--- config.mk ---
export PLATFORM = sky130hd
export DESIGN_NAME = flash_score_seq
export DESIGN_NICKNAME = d
export VERILOG_FILES = /design/src/rtl/flash_score_seq.sv
export SDC_FILE = /design/constraint.sdc
export NUM_CORES = 1
export LEC_CHECK = 0
export ABC_AREA = 1
export ABC_CLOCK_PERIOD_IN_PS = 4950
export CELL_PAD_IN_SITES_DETAIL_PLACEMENT = 0
export CELL_PAD_IN_SITES_GLOBAL_PLACEMENT = 2
export CORE_MARGIN = 4
export CORE_UTILIZATION = 31
export DETAILED_ROUTE_END_ITERATION = 8
export GPL_TIMING_DRIVEN = 1
export PLACE_DENSITY = 0.89
export SLEW_MARGIN = 25
export SYNTH_ARGS = -nofsm -noshare
export SYNTH_HDL_FRONTEND = slang
export SYNTH_SLANG_ARGS = --single-unit
--- constraint.sdc ---
create_clock -name CLK_50MHZ -period 4.95 [get_ports CLK_50MHZ]
set_clock_uncertainty 0.1 [all_clocks]
set_input_delay 0.495 -clock CLK_50MHZ [delete_from_list [all_inputs] [get_ports CLK_50MHZ]]
set_output_delay 0.495 -clock CLK_50MHZ [all_outputs]
set_load 0.02 [all_outputs]
--- src/rtl/flash_score_seq.sv ---
// rtl/flash_score_seq.sv - moves a multi-byte score record to/from flash, one bridge transaction per byte
module flash_score_seq #(
    parameter int         NBYTES    = 4,
    parameter logic [7:0] BASE_ADDR = 8'h00,
    parameter int         TIMEOUT   = 1024
) (
    input  logic                CLK_50MHZ,
    input  logic                RST,
    input  logic                cmd_save,
    input  logic                cmd_load,
    input  logic [8*NBYTES-1:0] score_in,
    output logic [8*NBYTES-1:0] score_out,
    output logic                busy,
    output logic                done,
    output logic                err,
    output logic [7:0]          fb_addr,
    output logic [7:0]          fb_data,
    output logic                fb_dir,
    output logic                fb_start,
    input  logic                fb_done,
    input  logic [7:0]          fb_rdata
);

    localparam int IW = (NBYTES > 1) ? $clog2(NBYTES) : 1;
    localparam int CW = $clog2(TIMEOUT) + 1;

    typedef enum logic [2:0] {IDLE, ISSUE, WAIT, GAP, FINISH} state_t;

    state_t              state;
    state_t              state_nxt;
    logic [IW-1:0]       idx;
    logic [CW-1:0]       tmo_cnt;
    logic [8*NBYTES-1:0] save_buf;
    logic [8*NBYTES-1:0] shadow;
    logic                accept;
    logic                timeout_hit;
    logic                last_byte;

    assign accept      = (state == IDLE) && (cmd_save || cmd_load);
    assign timeout_hit = (tmo_cnt == CW'(TIMEOUT - 1));
    assign last_byte   = (idx == IW'(NBYTES - 1));

    always_ff @(posedge CLK_50MHZ or posedge RST) begin
        if (RST) begin
            state <= IDLE;
        end else begin
            state <= state_nxt;
        end
    end

    always_comb begin
        state_nxt = state;
        case (state)
            IDLE:    if (accept) state_nxt = ISSUE;
            ISSUE:   state_nxt = WAIT;
            WAIT: begin
                // a done landing on the timeout cycle still counts as success
                if (fb_done)          state_nxt = GAP;
                else if (timeout_hit) state_nxt = IDLE;
            end
            GAP:     state_nxt = last_byte ? FINISH : ISSUE;
            FINISH:  state_nxt = IDLE;
            default: state_nxt = IDLE;
        endcase
    end

    always_ff @(posedge CLK_50MHZ or posedge RST) begin
        if (RST) begin
            score_out <= '0;
            busy      <= 1'b0;
            done      <= 1'b0;
            err       <= 1'b0;
            fb_addr   <= BASE_ADDR;
            fb_data   <= 8'h00;
            fb_dir    <= 1'b1;
            fb_start  <= 1'b0;
            idx       <= '0;
            tmo_cnt   <= '0;
            save_buf  <= '0;
            shadow    <= '0;
        end else begin
            fb_start <= 1'b0;
            done     <= 1'b0;
            case (state)
                IDLE: begin
                    if (accept) begin
                        save_buf <= score_in;
                        idx      <= '0;
                        err      <= 1'b0;
                        busy     <= 1'b1;
                        fb_dir   <= ~cmd_save;
                    end
                end
                ISSUE: begin
                    fb_addr  <= BASE_ADDR + 8'(idx);
                    fb_data  <= save_buf[8*idx +: 8];
                    fb_start <= 1'b1;
                    tmo_cnt  <= '0;
                end
                WAIT: begin
                    if (fb_done) begin
                        if (fb_dir) shadow[8*idx +: 8] <= fb_rdata;
                    end else if (timeout_hit) begin
                        err  <= 1'b1;
                        busy <= 1'b0;
                    end else begin
                        tmo_cnt <= tmo_cnt + 1'b1;
                    end
                end
                GAP: begin
                    // done is visible during FINISH; the loaded record lands one cycle later
                    if (last_byte) begin
                        done <= 1'b1;
                        busy <= 1'b0;
                    end else begin
                        idx <= idx + 1'b1;
                    end
                end
                FINISH: begin
                    if (fb_dir) score_out <= shadow;
                end
                default: ;
            endcase
        end
    end

endmodule

==> results of run 1 <==
## layout make-up
type | count | share of cell area
Clock buffer | 24 | 0.0668
Clock inverter | 7 | 0.0118
Inverter | 72 | 0.0378
Multi-Input combinational cell | 418 | 0.274
Sequential cell | 127 | 0.441
Tap cell | 225 | 0.0390
Timing Repair Buffer | 94 | 0.129
## logic make-up after synthesis
| family | synth area share |
|---|---|
| AND/OR/NAND/NOR | 0.214 |
| flip-flops | 0.569 |
| AO/OA/AOI/OAI | 0.112 |
| buffers and inverters | 0.0811 |
| adder cells (fa/ha/maj) | 0.0157 |
| XOR/XNOR | 0.00784 |
| other | 0.000671 |
## cells in the mapped netlist, drive strengths merged, types with 4 or more instances
cell type	instances	area, um^2
a21oi	11	55.1
xor2	5	43.8
buf	19	138
nand4	4	25.0
nand2	175	664
ha	7	87.6
dfrtp	126	3150
clkbuf	12	45.0
nor2	36	173
nand3b	8	60.1
nand3	45	230
inv	71	267
o21ai	112	561
nor3	7	35.0
## state kept, by name, indices dropped and copies added (netlist names), 2 cells and up
register   flops
save_buf      32
score_out     32
shadow        32
tmo_cnt       11
fb_data        8
state          3
fb_addr        2
idx            2
## how the worst max path moves through the flow
| stage | startpoint | endpoint | slack (ps) | depth (start not counted) |
|---|---|---|---|---|
| 3_5_place_dp | idx[0] | shadow[20] | 1800 | 6 |
| 3_3_place_gp | idx[0] | shadow[17] | 1880 | 6 |
| 5_1_grt | idx[0] | shadow[22] | 1360 | 6 |
| 4_1_cts | idx[0] | shadow[5] | 1760 | 5 |
| 6_report | idx[0] | shadow[5] | 1770 | 5 |
| 2_1_floorplan | RST | busy | 970 | 1 |
## worst max-delay path: stages (launching register included)
cell and delay, ps:
dfrtp_1 830, inv_1 570, ha_1 570, nor3_1 740
nand3_1 170, o21ai_0 120
## per-stage QoR
| stage | hold slack [ps] | instances | setup slack (ps) | area (um^2) |
|---|---|---|---|---|
| after detailed placement | 361 | 936 | 1800 | 6640 |
| after global placement | 361 | 936 | 1880 | 6640 |
| after global routing | 397 | 967 | 1360 | 7210 |
| final | 374 | 967 | 1770 | 7210 |
| after floorplan | 344 | 648 | 972 | 5600 |
| after CTS | 377 | 967 | 1760 | 7210 |
## power by group through the flow
| stage | clock network [mW] | registers, mW | logic, mW |
|---|---|---|---|
| finish | 1.19 | 1.61 | 1.34 |
| global route | 1.26 | 1.66 | 1.53 |
| CTS | 1.22 | 1.61 | 1.36 |
| detailed placement | 0 | 1.62 | 1.35 |
| global placement | 0 | 1.61 | 1.33 |
| floorplan | 0 | 1.67 | 0.808 |
## routing by layer
layer / GRT usage / wire [um] / vias to the layer above
met1: 0.183 / 6300 / 2051
li1: - / - / 2215
met4: 0.0545 / 239 / 0
met2: 0.213 / 6210 / 84
met5: 0 / 0 / -
met3: 0.0400 / 551 / 14
==> run_results.csv, run 1 <==
group,metric,value,unit
status,status,"finished, final reports clean",
synth,async_flop_share,1.00,
clock_network,post_cts_buffers,0,
setup_path,reg2reg_from,"idx[0]",
timing,setup_viol,0,
layout,antenna_cells,0,
floorplanning,die_w,142,um
pwr,p_int,2.66,mW
run,drv_cap,0,
global_route,grt_pass1_wl,22.0,mm
clock_network,cts-root-buf,"clkbuf_16",
synth,syn_area,5590,um^2
placed_design,hpwl,9.74,mm
timing,final_hold_viol_count,0,
timing,drv_slew,0,
clock_network,clkSinkCount,127,
clock_network,htreeDepth,4,
pwr,swShare,0.358,
synth,postSynthAreaPerCell,8.69,um^2
clock_network,cts_tree,"built",
pwr,switchingPower,1.48,mW
pwr,power,4.14,mW
clock_network,clk_latency,410,ps
timing,fin_crit,3180,ps
pwr,comb_power_share,0.324,
min_path,hold_end,"save_buf[3]",
setup_path,critPathKind,"reg -> reg",
synth,netlist_instances,643,
synth,ys_seq_elements,127,
setup_path,critPathCaptureType,"flop",
pwr,ir_worst_vdd,0.267,mV
timing,tns,0,ps
timing,relSlewSlack,0.425,
timing,fmax,0.314,GHz
setup_path,arrival,3410,ps
layout,layout_commonest_cell,"nand2_1",
pwr,power.density,574,nW/um^2
floorplanning,rows,48,
layout,syn_to_final_growth,29.1,%
setup_path,required,5170,ps
global_route,grt_use_total,0.138,
drt,avgRoutedWirePerCell,13.8,um
floorplanning,fp.dieH,142,um
global_route,grt_overflow,0,
layout,fin_util,0.413,
timing,tightestPinTransition,856,ps
clock_network,cts_buffers,17,
timing,period_share,0.643,
synth,ys_seq_area_frac,0.569,
drt,drc,0,
floorplanning,die_area,20200,um^2
clock_network,clockBufferDepth,2,
setup_path,start_kind,"flop",
setup_path,path_max_fanout,26,
setup_path,reg2regPathDepth,5,
min_path,hold_path_class,"reg -> reg",
placed_design,port-buffer-count,91,
floorplanning,ios,98,
global_route,grt_pass1_vias,4316,
pwr,power_frac_seq,0.388,
synth,yosysWarnings,0,
layout,multiInputGateArea,1980,um^2
drt,ant_nets,0,
global_route,antenna_found_initial,0,
floorplanning,core-area,17500,um^2
layout,seqCellArea,3180,um^2
drt,avgViaCountPerCell,4.51,
layout,final_cell_mix,"nand2_1 (174), dfrtp_1 (126), o21ai_0 (109)",
pwr,power.leakage,3.37,nW
timing,rsz0062_at_grt,"no",
setup_path,reg2reg_slack,1770,ps
drt,drt_iter0_markers,357,
layout,fillers,1744,
drt,dr_total_vias,4364,
floorplanning,start_util,0.320,
layout,nets,782,
synth,synth_cell_types,27,
clock_network,cts_hold_buf,0,
placed_design,gp_congestion,0.850,
min_path,holdPathStages,2,
drt,routed_wl,13.3,mm
pwr,clkPwrFrac,0.288,
layout,drive_above_1_share,0.0566,
clock_network,cts_resized,0,
setup_path,r2r_end,"shadow[5]",
clock_network,clkTransAtPathRegs,50,ps
synth,synthFlopType,"dfrtp_1",
min_path,holdCritStartpoint,"save_buf[3]",
synth,synth_edf_count,0,
drt,drt-pass1-iter-count,4,
global_route,grt_max_degree,65,
No activity file was read; power rests on OpenSTA's default activity.
==> run 2: changes to the inputs <==
- ABC_CLOCK_PERIOD_IN_PS: 4950 -> 2800
- CORE_UTILIZATION: 31 -> 28
- PLACE_DENSITY: 0.89 -> 0.86
- clock period: 4.95 -> 2.8 ns (I/O delays scaled with it)
==> run 2 against run 1 <==
Fmax grew 59%. Hold slack worse by 110 ps. Largest cell class unchanged. Critical path type unchanged. Routed wire length grew 2.6%.
==> run_results.csv, run 2 (synthesis results as in run 1) <==
group,metric,value,unit
drt,drt_iter0_markers,372,
drt,avgViaCountPerCell,4.29,
layout,drive_above_1_share,0.0680,
global_route,grt_pass1_wl,22.9,mm
clock_network,cts_tree,"built",
drt,avgRoutedWirePerCell,13.4,um
drt,dr_total_vias,4351,
timing,fmax,0.499,GHz
drt,routed-wl-met3,668,um
timing,final_hold_viol_count,0,
setup_path,critPathMostFrequentCell,"nand2_1",
drt,drc,0,
setup_path,cpPeakStageDelay,430,ps
drt,dr_wl_met2,6.11,mm
global_route,antenna_found_initial,0,
clock_network,clkTransAtPathRegs,50,ps
clock_network,htreeDepth,4,
global_route,grt_use_total,0.130,
drt,routed.top_layer,"met4",
placed_design,dp_cells,983,
status,status,"finished, final reports clean",
clock_network,cts_buffers,17,
pwr,power.density,1000,nW/um^2
timing,rsz0062_at_grt,"no",
timing,fin_crit,2000,ps
floorplanning,die_w,149,um
timing,tightestPinTransition,731,ps
drt,routed_wl,13.6,mm
layout,syn_to_final_growth,30.8,%
drt,drt-pass1-iter-count,6,
setup_path,crit_slowest_cell,"dfrtp_1",
layout,stdcell_count,1015,
timing,relSlewSlack,0.513,
setup_path,crit_family,"simple AND/OR/NAND/NOR gates",
layout,seqCellArea,3180,um^2
clock_network,clockBufferDepth,2,
pwr,ir_worst_vdd,0.436,mV
floorplanning,ios,98,
layout,multiInputGateArea,1970,um^2
clock_network,cts_hold_buf,0,
global_route,grt_overflow,0,
setup_path,arrival,2190,ps
pwr,power.leakage,3.38,nW
drt,drt-met1-wl,6.71,mm
clock_network,post_cts_buffers,0,
global_route,grt_max_degree,128,
min_path,hold_path_class,"in -> async",
run,drv_cap,0,
placed_design,hpwl,9.57,mm
setup_path,start_kind,"flop",
timing,setup_viol,0,
layout,final_cell_mix,"nand2_1 (174), dfrtp_1 (126), o21ai_0 (109)",
clock_network,clkSinkCount,127,
clock_network,clk_latency,410,ps
floorplanning,die_area,22300,um^2
clock_network,cts-root-buf,"clkbuf_16",
clock_network,cts_resized,0,
floorplanning,start_util,0.286,
global_route,grt_pass1_vias,4412,
layout,layout_commonest_cell,"nand2_1",
timing,period_share,0.715,
setup_path,critPathKind,"reg -> reg",
drt,ant_nets,0,
pwr,power,7.31,mW
floorplanning,fp.dieH,149,um
setup_path,crit_chain,"ha_1 -> nand2_1 -> nor2_1 -> nand3_1 -> nand3_1 -> nand2_1 -> nand2_1 -> o21ai_0",
floorplanning,rows,51,
layout,antenna_cells,0,
layout,fillers,2050,
layout,nets,789,
layout,top_regs,"save_buf x32, score_out x32, shadow x32",
setup_path,critPathCaptureType,"flop",
timing,tns,0,ps
floorplanning,core-area,19500,um^2
setup_path,path_max_fanout,8,
setup_path,reg2reg_slack,800,ps
placed_design,gp_congestion,0.748,
setup_path,required,2990,ps
placed_design,port-buffer-count,91,
timing,drv_slew,0,
setup_path,crit_buf_inv,0,
==> run 2: cell count changes in the layout (fill, tap and decap cells not counted), moves of 2 or more <==
cell | before | now
clkinvlp_4 | 0 | 4
buf_4 | 3 | 9
clkbuf_1 | 4 | 2
bufinv_16 | 2 | 0
clkinv_4 | 0 | 2
==> run 2: worst min-delay path, cell delays in order <==
cell	delay, ps
clkdlybuf4s50_1	440
clkinvlp_4	100
buf_12	450
==> run 2: final cells by class <==
cell class | count | share of cell area
Tap cell | 265 | 0.0454
Multi-Input combinational cell | 418 | 0.270
Inverter | 72 | 0.0375
Timing Repair Buffer | 101 | 0.137
Clock buffer | 23 | 0.0668
Sequential cell | 127 | 0.435
Clock inverter | 9 | 0.00822
==> run 2: final timing paths <==
kind,startpoint,to,cells past startpoint
max,tmo_cnt[0],tmo_cnt[2],8
min,RST,busy,3
max reg2reg,tmo_cnt[0],tmo_cnt[2],8
min reg2reg,err,err,2
max in group asynchronous,RST,tmo_cnt[10],3
min in group CLK_50MHZ,score_in[16],save_buf[16],3
==> run 2: routing by layer <==
layer  vias up  global-route usage
met1      2004               0.183
li1       2237                   -
met4         0              0.0412
met3        13              0.0352
met5         -                   0
met2        97               0.194
==> run 2: through the flow <==
stage | setup WS [ps] | instance area, um^2 | utilization | hold WS, ps
after floorplan | 599 | 5610 | - | 257
after global placement | 791 | 6760 | 0.346 | 358
after detailed placement | 744 | 6760 | 0.346 | 360
after CTS | 781 | 7300 | 0.374 | 278
after global routing | 534 | 7300 | 0.374 | 297
final | 798 | 7300 | 0.374 | 268
==> run 2: power breakdown <==
| part | switching, mW | total [mW] | internal [mW] | leakage (nW) |
|---|---|---|---|---|
| clock network | 0.800 | 2.02 | 1.22 | 0.265 |
| logic | 1.61 | 2.53 | 0.922 | 1.54 |
| registers | 0.281 | 2.76 | 2.48 | 1.58 |
==> run 3: changes to the inputs <==
- ABC_CLOCK_PERIOD_IN_PS: 2800 -> 1600
- clock period: 2.8 -> 1.6 ns (I/O delays scaled with it)
==> run 3 against run 2 <==
Sequential share of layout area is 2.3 points lower. Register-to-register slack worse by 720 ps. Combinational power is 95% higher. Power is 80% higher. Critical path type is now reg -> out. Critical endpoint is now fb_dir. Largest power group is now combinational cells.
==> run_results.csv, run 3 (synthesis results as in run 1) <==
group,metric,value,unit
layout,top_regs,"save_buf x32, score_out x32, shadow x32",
min_path,hold_end,"save_buf[17]",
setup_path,reg2reg_slack,80,ps
global_route,grt_max_degree,72,
global_route,grt_pass1_vias,4355,
min_path,holdCritStartpoint,"score_in[17]",
layout,fin_util,0.394,
timing,period_share,0.960,
pwr,comb_power_share,0.375,
global_route,grtUsageMet2,0.186,
drt,avgViaCountPerCell,4.27,
setup_path,reg2reg_from,"tmo_cnt[0]",
placed_design,port-buffer-count,91,
pwr,switchingPower,4.90,mW
setup_path,required,1340,ps
floorplanning,core-area,19500,um^2
setup_path,cpPeakStageDelay,590,ps
timing,final_hold_viol_count,0,
setup_path,critPathCaptureType,"output pin",
run,drv_cap,0,
layout,multiInputGateArea,2060,um^2
pwr,power.leakage,3.78,nW
timing,fmax,0.651,GHz
pwr,power,13.1,mW
pwr,ir_worst_vdd,0.782,mV
pwr,power_frac_seq,0.367,
global_route,grt_use_total,0.127,
drt,dr_total_vias,4483,
setup_path,r2r_end,"tmo_cnt[8]",
placed_design,gp_congestion,0.820,
drt,drt_iter0_markers,264,
layout,stdcell_count,1050,
floorplanning,die_area,22300,um^2
clock_network,clkSinkCount,127,
timing,tns,0,ps
layout,layout_commonest_cell,"nand2_1",
global_route,grt_pass1_wl,22.3,mm
timing,drv_slew,0,
global_route,use_met3,0.0328,
layout,syn_to_final_growth,37.9,%
clock_network,htreeDepth,4,
setup_path,start_kind,"flop",
timing,setup_viol,0,
layout,nets,825,
layout,antenna_cells,0,
pwr,clkPwrFrac,0.258,
drt,avgRoutedWirePerCell,12.9,um
floorplanning,die_w,149,um
setup_path,path_max_fanout,4,
setup_path,crit_slowest_cell,"dfstp_2",
layout,drive_above_1_share,0.136,
clock_network,clkTransAtPathRegs,60,ps
placed_design,dp_cells,1008,
drt,ant_nets,0,
clock_network,cts_tree,"built",
global_route,busiest_layer,"met2",
floorplanning,fp.dieH,149,um
drt,drt-pass1-iter-count,5,
pwr,power.density,1710,nW/um^2
drt,drc,0,
pwr,p_int,8.25,mW
setup_path,crit_family,"flip-flops",
floorplanning,rows,51,
clock_network,cts_buffers,17,
layout,seqCellArea,3180,um^2
global_route,antenna_found_initial,0,
status,status,"finished, final reports clean",
timing,fin_crit,1540,ps
setup_path,arrival,1280,ps
setup_path,critPathKind,"reg -> out",
pwr,swShare,0.372,
layout,fillers,2013,
clock_network,clockBufferDepth,2,
clock_network,clk_latency,420,ps
timing,holdWs,174,ps
global_route,gr-usage-met1,0.180,
min_path,hold_path_class,"in -> reg",
drt,routed_wl,13.5,mm
timing,rsz0062_at_grt,"yes",
setup_path,crit_chain,"clkdlybuf4s15_2",
clock_network,cts-root-buf,"clkbuf_16",
min_path,holdPathStages,3,
floorplanning,ios,98,
setup_path,reg2regPathDepth,8,
global_route,grt_overflow,0,
floorplanning,start_util,0.286,
setup_path,crit_buf_inv,1,
placed_design,hpwl,9.51,mm
layout,final_cell_mix,"nand2_1 (171), dfrtp_1 (126), o21ai_0 (104)",
==> run 3: changes by cell type in the layout (fill, tap and decap cells not counted), sizes merged <==
cell / delta
clkbuf: -2
dlygate4sd2: +46
buf: +35
clkinvlp: +1
clkdlybuf4s50: -47
clkdlybuf4s15: +1
dlygate4sd3: +1
==> run 3: through the flow <==
step	setup WS [ps]	area, um^2
2_1_floorplan	-298	5630
3_3_place_gp	-76.7	7050
3_5_place_dp	-67.9	7050
4_1_cts	32.2	7530
5_1_grt	-41.3	7700
6_report	64.2	7700
==> run 3: layout make-up <==
cell class	count	area share
Multi-Input combinational cell	418	0.268
Tap cell	265	0.0430
Sequential cell	127	0.413
Timing Repair Buffer	137	0.174
Clock inverter	10	0.00877
Clock buffer	21	0.0585
Inverter	72	0.0357
==> run 3: metal layers <==
metal,share of wire,wire length [um],vias up
met5,0,0,-
met4,0.016,222,0
met3,0.041,559,16
met2,0.45,6050,89
met1,0.49,6660,2064
li1,-,-,2314
==> run 3: power by group through the flow <==
stage / combinational [mW] / clock (mW) / sequential [mW]
4_1_cts: 4.81 / 3.49 / 4.83
5_1_grt: 5.60 / 3.63 / 4.96
3_3_place_gp: 4.96 / 0 / 4.87
6_report: 4.93 / 3.39 / 4.83
2_1_floorplan: 2.57 / 0 / 5.19
3_5_place_dp: 4.96 / 0 / 4.89
==> run 3: worst max-delay path by stage <==
stage	startpoint	end	slack, ps	cells after the start
3_3_place_gp	cmd_save	save_buf[8]	-80	8
5_1_grt	idx[0]	shadow[7]	-40	6
6_report	fb_dir	fb_dir	60	1
2_1_floorplan	idx[0]	shadow[0]	-300	7
3_5_place_dp	fb_done	shadow[1]	-70	7
4_1_cts	fb_dir	fb_dir	30	1
==> run 3: what timing repair did <==
item / in CTS / in global routing
resized for setup: 53 / 30
pin swaps: 1 / 9
endpoints found under the setup margin: 63 / 70
buffers inserted: 0 / 10
hold buffers: 1 / 0
endpoints found under the hold margin: 1 / 0
